$ cat src/rtl/fetch_unit_if.sv
// Fetch unit bus bundle: instruction-memory request/response, decode queue head,
// redirect input and status flags.
interface fetch_unit_if;
   logic        imem_req_valid;
   logic        imem_req_ready;
   logic [31:0] imem_req_addr;
   logic        imem_rsp_valid;
   logic [31:0] imem_rsp_data;
   logic        inst_valid;
   logic        inst_ready;
   logic [31:0] inst_data;
   logic [31:0] inst_pc;
   logic        redirect_valid;
   logic [31:0] redirect_pc;
   logic        flush_busy;
   logic        proto_err;

   modport master (
      output imem_req_valid, imem_req_addr, inst_valid, inst_data, inst_pc,
             flush_busy, proto_err,
      input  imem_req_ready, imem_rsp_valid, imem_rsp_data, inst_ready,
             redirect_valid, redirect_pc
   );

   modport slave (
      input  imem_req_valid, imem_req_addr, inst_valid, inst_data, inst_pc,
             flush_busy, proto_err,
      output imem_req_ready, imem_rsp_valid, imem_rsp_data, inst_ready,
             redirect_valid, redirect_pc
   );
endinterface

$ cat src/rtl/fetch_unit.sv
// Credit-based instruction fetcher: issues word fetches while outstanding+queued < DEPTH,
// buffers in-order responses in a FIFO and drops stale responses after a redirect.
//   state   | meaning
//   S_ISSUE | credit available, request may be presented
//   S_STALL | outstanding + queued entries fill the queue, no request
module fetch_unit #(
   parameter logic [31:0] RESET_PC = 32'h0000_0000,
   parameter int          DEPTH    = 4
) (
   input logic        clk,
   input logic        rst,
   fetch_unit_if.master bus
);
   localparam int AW = $clog2(DEPTH);
   localparam int CW = AW + 1;
   localparam logic [CW:0] DEPTH_L = (CW+1)'(DEPTH);

   typedef enum logic {S_ISSUE, S_STALL} state_t;

   state_t            r_state;
   logic [31:0]       r_fetch_pc;
   logic [31:0]       r_rsp_pc;
   logic [CW-1:0]     r_outstanding;
   logic [CW-1:0]     r_drop_cnt;
   logic [CW-1:0]     r_count;
   logic [AW-1:0]     r_wr_ptr;
   logic [AW-1:0]     r_rd_ptr;
   logic              r_proto_err;
   logic [31:0]       r_mem_pc   [DEPTH];
   logic [31:0]       r_mem_data [DEPTH];

   logic              w_req_valid;
   logic              w_issue;
   logic              w_rsp;
   logic              w_spurious;
   logic              w_push;
   logic              w_pop;
   logic [31:0]       w_redirect_pc;
   logic [CW-1:0]     w_outstanding_nxt;
   logic [CW-1:0]     w_count_nxt;
   logic [CW-1:0]     w_drop_nxt;
   logic [CW:0]       w_sum_nxt;
   state_t            w_state_nxt;

   // Request is gated by rst so it stays low while the block is held in reset.
   assign w_req_valid   = rst && (r_state == S_ISSUE) && !bus.redirect_valid;
   assign w_issue       = w_req_valid && bus.imem_req_ready;
   assign w_rsp         = bus.imem_rsp_valid && (r_outstanding != '0);
   assign w_spurious    = bus.imem_rsp_valid && (r_outstanding == '0);
   assign w_push        = w_rsp && !bus.redirect_valid && (r_drop_cnt == '0);
   assign w_pop         = (r_count != '0) && bus.inst_ready;
   assign w_redirect_pc = bus.redirect_pc & 32'hFFFF_FFFC;

   always_comb begin
      w_outstanding_nxt = r_outstanding + CW'(w_issue) - CW'(w_rsp);
      w_count_nxt       = r_count + CW'(w_push) - CW'(w_pop);
      w_drop_nxt        = r_drop_cnt;
      if (bus.redirect_valid) begin
         w_count_nxt = '0;
         // No issue is possible in a redirect cycle, so this is outstanding minus any arrival.
         w_drop_nxt  = w_outstanding_nxt;
      end else if (w_rsp && (r_drop_cnt != '0)) begin
         w_drop_nxt  = r_drop_cnt - CW'(1);
      end
      w_sum_nxt   = {1'b0, w_outstanding_nxt} + {1'b0, w_count_nxt};
      w_state_nxt = (w_sum_nxt < DEPTH_L) ? S_ISSUE : S_STALL;
   end

   always_ff @(posedge clk or negedge rst) begin
      if (!rst) begin
         r_state       <= S_ISSUE;
         r_fetch_pc    <= RESET_PC;
         r_rsp_pc      <= RESET_PC;
         r_outstanding <= '0;
         r_drop_cnt    <= '0;
         r_count       <= '0;
         r_wr_ptr      <= '0;
         r_rd_ptr      <= '0;
         r_proto_err   <= 1'b0;
      end else begin
         r_state       <= w_state_nxt;
         r_outstanding <= w_outstanding_nxt;
         r_drop_cnt    <= w_drop_nxt;
         r_count       <= w_count_nxt;
         if (w_spurious) r_proto_err <= 1'b1;
         if (bus.redirect_valid) begin
            r_fetch_pc <= w_redirect_pc;
            r_rsp_pc   <= w_redirect_pc;
            r_wr_ptr   <= '0;
            r_rd_ptr   <= '0;
         end else begin
            if (w_issue) r_fetch_pc <= r_fetch_pc + 32'd4;
            if (w_push) begin
               r_rsp_pc <= r_rsp_pc + 32'd4;
               r_wr_ptr <= r_wr_ptr + AW'(1);
            end
            if (w_pop) r_rd_ptr <= r_rd_ptr + AW'(1);
         end
      end
   end

   always_ff @(posedge clk) begin
      if (w_push) begin
         r_mem_pc[r_wr_ptr]   <= r_rsp_pc;
         r_mem_data[r_wr_ptr] <= bus.imem_rsp_data;
      end
   end

   assign bus.imem_req_valid = w_req_valid;
   assign bus.imem_req_addr  = r_fetch_pc;
   assign bus.inst_valid     = (r_count != '0);
   assign bus.inst_data      = r_mem_data[r_rd_ptr];
   assign bus.inst_pc        = r_mem_pc[r_rd_ptr];
   assign bus.flush_busy     = (r_drop_cnt != '0);
   assign bus.proto_err      = r_proto_err;
endmodule
$ cat src/flat_wrapper.sv
// flat-port wrapper written by rule: the top's interface ports become plain ports
module fetch_unit_flat 
#(
   parameter logic [31:0] RESET_PC = 32'h0000_0000,
   parameter int          DEPTH    = 4
)
  (clk, rst, bus_imem_req_valid, bus_imem_req_addr, bus_inst_valid, bus_inst_data, bus_inst_pc, bus_flush_busy, bus_proto_err, bus_imem_req_ready, bus_imem_rsp_valid, bus_imem_rsp_data, bus_inst_ready, bus_redirect_valid, bus_redirect_pc);
  fetch_unit_if bus_i ();
  input logic clk;
  input logic rst;
  output wire logic [$bits(bus_i.imem_req_valid)-1:0] bus_imem_req_valid;
  output wire logic [$bits(bus_i.imem_req_addr)-1:0] bus_imem_req_addr;
  output wire logic [$bits(bus_i.inst_valid)-1:0] bus_inst_valid;
  output wire logic [$bits(bus_i.inst_data)-1:0] bus_inst_data;
  output wire logic [$bits(bus_i.inst_pc)-1:0] bus_inst_pc;
  output wire logic [$bits(bus_i.flush_busy)-1:0] bus_flush_busy;
  output wire logic [$bits(bus_i.proto_err)-1:0] bus_proto_err;
  input wire logic [$bits(bus_i.imem_req_ready)-1:0] bus_imem_req_ready;
  input wire logic [$bits(bus_i.imem_rsp_valid)-1:0] bus_imem_rsp_valid;
  input wire logic [$bits(bus_i.imem_rsp_data)-1:0] bus_imem_rsp_data;
  input wire logic [$bits(bus_i.inst_ready)-1:0] bus_inst_ready;
  input wire logic [$bits(bus_i.redirect_valid)-1:0] bus_redirect_valid;
  input wire logic [$bits(bus_i.redirect_pc)-1:0] bus_redirect_pc;
  assign bus_imem_req_valid = bus_i.imem_req_valid;
  assign bus_imem_req_addr = bus_i.imem_req_addr;
  assign bus_inst_valid = bus_i.inst_valid;
  assign bus_inst_data = bus_i.inst_data;
  assign bus_inst_pc = bus_i.inst_pc;
  assign bus_flush_busy = bus_i.flush_busy;
  assign bus_proto_err = bus_i.proto_err;
  assign bus_i.imem_req_ready = bus_imem_req_ready;
  assign bus_i.imem_rsp_valid = bus_imem_rsp_valid;
  assign bus_i.imem_rsp_data = bus_imem_rsp_data;
  assign bus_i.inst_ready = bus_inst_ready;
  assign bus_i.redirect_valid = bus_redirect_valid;
  assign bus_i.redirect_pc = bus_redirect_pc;
  fetch_unit #(.RESET_PC(RESET_PC), .DEPTH(DEPTH)) u_core (.clk(clk), .rst(rst), .bus(bus_i));
endmodule
$ cat config.mk
export PLATFORM = sky130hd
export DESIGN_NAME = fetch_unit_flat
export DESIGN_NICKNAME = d
export VERILOG_FILES = /design/src/rtl/fetch_unit_if.sv /design/src/rtl/fetch_unit.sv /design/src/flat_wrapper.sv
export SDC_FILE = /design/constraint.sdc
export NUM_CORES = 1
export LEC_CHECK = 0
export CAP_MARGIN = 20
export CORE_ASPECT_RATIO = 0.75
export CORE_UTILIZATION = 60
export DETAILED_ROUTE_END_ITERATION = 8
export PLACE_DENSITY = 0.85
export SYNTH_ARGS = -nofsm -noshare
export SYNTH_HDL_FRONTEND = slang
export SYNTH_SLANG_ARGS = --single-unit
$ cat constraint.sdc
create_clock -name clk -period 6 [get_ports clk]
set_clock_uncertainty 0.1 [all_clocks]
set_input_delay 0.9 -clock clk [delete_from_list [all_inputs] [get_ports clk]]
set_output_delay 0.9 -clock clk [all_outputs]
set_load 0.05 [all_outputs]
==> results.py <==
metrics = {
    "setup_path": {
        "cpPeakStageDelay_ns": 1.03,
        "worst-path-max-fanout": 43,
        "setup.worst_path.end_class": "primary output",
        "required_ns": 5.00,
        "timing.critical_path.cells": "buf_4 > mux4_2 > clkdlybuf4s50_1",
        "setup.worst_path.class": "reg2out",
        "timing.critical_path.slowest_stage_cell": "sky130_fd_sc_hd__dfrtp_4",
        "crit_path_start_kind": "flop",
        "reg2reg_slack_ns": 2.32,
        "worstPathArrival_ns": 3.32,
    },
    "logic_synthesis": {
        "synth_top_area_share": 0.546,
        "asyncSetResetFlopFracSynth": 0.232,
        "synth_most_common_cell": "sky130_fd_sc_hd__edfxtp_1",
        "synth_top_cells_by_area": "sky130_fd_sc_hd__edfxtp_1 (55%), sky130_fd_sc_hd__dfrtp_1 (14%), sky130_fd_sc_hd__mux4_2 (10%)",
        "synthDominantAreaCellType": "sky130_fd_sc_hd__edfxtp_1",
        "seq_cells_post_synth": 323,
        "synth.distinct_cells": 59,
        "syn-mean-instance-area_sq_um": 16.5,
        "synth.top_cells.by_count": "sky130_fd_sc_hd__edfxtp_1 (248), sky130_fd_sc_hd__dfrtp_1 (75), sky130_fd_sc_hd__mux4_2 (62)",
        "synth-warning-count": 0,
        "synth_enable_flop_cells": 248,
        "seq_area_frac_synth": 0.684,
        "most_frequently_used_flop_master_after_synthesis": "sky130_fd_sc_hd__edfxtp_1",
        "netlist_area_sq_um": 13600,
        "synth_cells": 827,
    },
    "finish": {
        "nNetsFinal": 1088,
        "antenna-diode-count": 0,
        "finish.cell_count_without_fillers": 1316,
        "post_route_cells_drive_above_1_share": 0.157,
        "fillCellCount": 1305,
        "flow.area_growth_from_synthesis_pct": 21.7,
        "utilization": 0.748,
    },
    "global_routing": {
        "grt_start_max_net_pins": 80,
        "grt_overflow_total": 0,
        "antenna_found_initial": 0,
        "grt_first_pass_wirelength_um": 47900,
        "number_of_global_route_vias_before_repair": 8378,
        "grtUsageTotal": 0.273,
    },
    "floorplanning": {
        "coreArea_sq_um": 22200,
        "placementRows": 47,
        "floorplan.die.width_um": 176,
        "initial_core_util": 0.615,
        "height_of_the_chip_um": 133,
        "die-area_sq_um": 23300,
        "io-pin-count": 170,
    },
    "timing": {
        "relSlewSlack": 0.306,
        "fin_ws_ns": 1.68,
        "final.setup.tns_ns": 0,
        "finalWorstPathRequiredPeriod_ns": 4.32,
        "pin_slew_with_the_least_headroom_to_its_limit_ns": 1.04,
        "tcrit_tclk_final": 0.720,
        "timing_max_transition_violations_final": 0,
        "max_freq_mhz": 231,
        "grt_setup_unrepaired": "false",
        "timing_hold_violations_final": 0,
        "final-setup-viol-count": 0,
    },
    "route": {
        "num_vias": 8294,
        "postRouteAntennaNets": 0,
        "drt-initial-drc-count": 845,
        "routed_wl_um": 30900,
        "drt_pass_1_iters": 6,
        "detailed_route_drc_error_count": 0,
        "drt-wirelength-per-cell_um": 23.5,
        "post_drt_via_cell_ratio": 6.30,
    },
    "placed_design": {
        "gpl.final_weighted_congestion": 0.890,
        "io_buffers": 163,
        "dp_worst_setup_slack_ns": 1.71,
        "dp_hpwl_um": 19600,
        "placed_cells": 1263,
    },
    "clock_network": {
        "clk_pin_slew_worst_paths_ns": 0.07,
        "clk-insertion-delay-late_ns": 0.56,
        "cts_made_buffers": 29,
        "clockRootBuffer": "sky130_fd_sc_hd__clkbuf_16",
        "cts_htree_levels": 1,
        "clock_tree.buffer_depth": 3,
        "cts_setup_buffers": 0,
        "cts-hold-fix-buffers": 0,
        "number_of_resized_instances_in_the_post_cts_repair_step": 0,
        "clock_sink_count": 323,
        "cts_tree": "done",
    },
    "pwr": {
        "ir_worst_vdd_v": 0.000328,
        "leakage_uw": 0.00564,
        "power_density_nw_per_um2": 401,
    },
    "run": {
        "cap_violations": 0,
    },
    "hold_path": {
        "hp-class": "in2async",
    },
    "run_status": {
        "status": "completed",
    },
}
## logic make-up after synthesis
family | share of synthesized area
AO/OA/AOI/OAI | 0.0443
XOR/XNOR | 0.0173
adder cells (fa/ha/maj) | 0.0158
buffers and inverters | 0.0190
flip-flops | 0.684
multiplexers | 0.118
other | 0.000275
AND/OR/NAND/NOR | 0.101
## final cells by class
type	instances	area, sq um	share of cell area
clock buffer	37	756	0.0456
clock inverter	14	200	0.0121
inverter	20	75.1	0.00453
multi-input combinational	447	4070	0.245
sequential	323	9330	0.563
tap	294	368	0.0222
timing repair buffer	181	1790	0.108
## layer usage
metal | wire length [um] | track usage | vias up
li1 | - | - | 3656
met1 | 12900 | 0.413 | 4120
met2 | 14600 | 0.428 | 465
met3 | 2790 | 0.0408 | 53
met4 | 588 | 0.0551 | 0
met5 | 0 | 0 | -
## layout by cell type (no fill, tap or decap), types with 3 or more instances in the layout
master and count:
sky130_fd_sc_hd__clkinv_2 5, sky130_fd_sc_hd__edfxtp_1 248, sky130_fd_sc_hd__clkdlybuf4s50_1 161, sky130_fd_sc_hd__o21ai_0 6, sky130_fd_sc_hd__and3_1 10, sky130_fd_sc_hd__buf_4 17
sky130_fd_sc_hd__nand4_1 18, sky130_fd_sc_hd__a31o_2 3, sky130_fd_sc_hd__mux2_2 17, sky130_fd_sc_hd__a31oi_1 7, sky130_fd_sc_hd__inv_1 19, sky130_fd_sc_hd__bufinv_16 5
sky130_fd_sc_hd__xnor2_1 16, sky130_fd_sc_hd__nand2_1 30, sky130_fd_sc_hd__o31a_1 4, sky130_fd_sc_hd__clkbuf_16 29, sky130_fd_sc_hd__a21oi_1 8, sky130_fd_sc_hd__o31ai_1 5
sky130_fd_sc_hd__nor4_1 16, sky130_fd_sc_hd__xor2_1 11, sky130_fd_sc_hd__o311a_1 7, sky130_fd_sc_hd__nor4_2 3, sky130_fd_sc_hd__nand2b_1 5, sky130_fd_sc_hd__conb_1 4
sky130_fd_sc_hd__and2_2 4, sky130_fd_sc_hd__nor2_1 43, sky130_fd_sc_hd__dfrtp_1 73, sky130_fd_sc_hd__nand3_1 21, sky130_fd_sc_hd__nor3_1 32, sky130_fd_sc_hd__nor2b_1 8
sky130_fd_sc_hd__or3_1 6, sky130_fd_sc_hd__and4_1 20, sky130_fd_sc_hd__and2_1 7, sky130_fd_sc_hd__ha_1 14, sky130_fd_sc_hd__a311oi_1 4, sky130_fd_sc_hd__clkbuf_1 8
sky130_fd_sc_hd__nor3b_1 3, sky130_fd_sc_hd__mux4_2 62, sky130_fd_sc_hd__a211oi_1 25
## report_power, final
group	internal, uW	leakage [uW]	total (uW)	switching, uW
Sequential	2580	0.00311	2820	241
Combinational	794	0.00205	1950	1160
Clock	1100	0.000469	1890	785
Total	4470	0.00564	6660	2180
## state kept, by name, summed over array words and instances, names as in the netlist
register and cells:
u_core.r_count 3, u_core.r_rsp_pc 30, u_core.r_wr_ptr 2, u_core.bus.imem_req_addr 30
u_core.r_state 1, u_core.r_outstanding 3, u_core.bus.proto_err 1, u_core.r_rd_ptr 2
u_core.r_drop_cnt 3, u_core.r_mem_pc 120, u_core.r_mem_data 128
## final timing paths
kind                                             startpoint                                 endpoint  depth (start not counted)
max                          u_core.r_rd_ptr[0]$_DFFE_PN0P_                          bus_inst_pc[14]                          3
min                                                     rst  u_core.bus.imem_req_addr[2]$_DFFE_PN0N_                          2
max reg2reg                u_core.r_drop_cnt[0]$_DFFE_PN0P_                 u_core.r_state$_DFF_PN0_                         13
min reg2reg                u_core.bus.proto_err$_DFFE_PN0P_         u_core.bus.proto_err$_DFFE_PN0P_                          1
max in group asynchronous                               rst           u_core.r_rd_ptr[0]$_DFFE_PN0P_                          3
min in group clk           u_core.bus.proto_err$_DFFE_PN0P_         u_core.bus.proto_err$_DFFE_PN0P_                          1
## critical path: cells and delay by family (launching register included)
kind	cells	cell delay (ns)
muxes	1	0.56
buffers and inverters	2	1.16
DFF	1	1.03
## metrics by stage
| step | power [uW] | area (sq um) | hold slack (ns) |
|---|---|---|---|
| after floorplan | 4160 | 13600 | 0.403 |
| after global placement | 4750 | 15600 | 0.368 |
| after detailed placement | 4800 | 15600 | 0.384 |
| final | 6660 | 16600 | 0.173 |
| after CTS | 6680 | 16500 | 0.405 |
| after global routing | 6890 | 16600 | 0.175 |
Note: power is estimated with default switching activity, not from simulation.
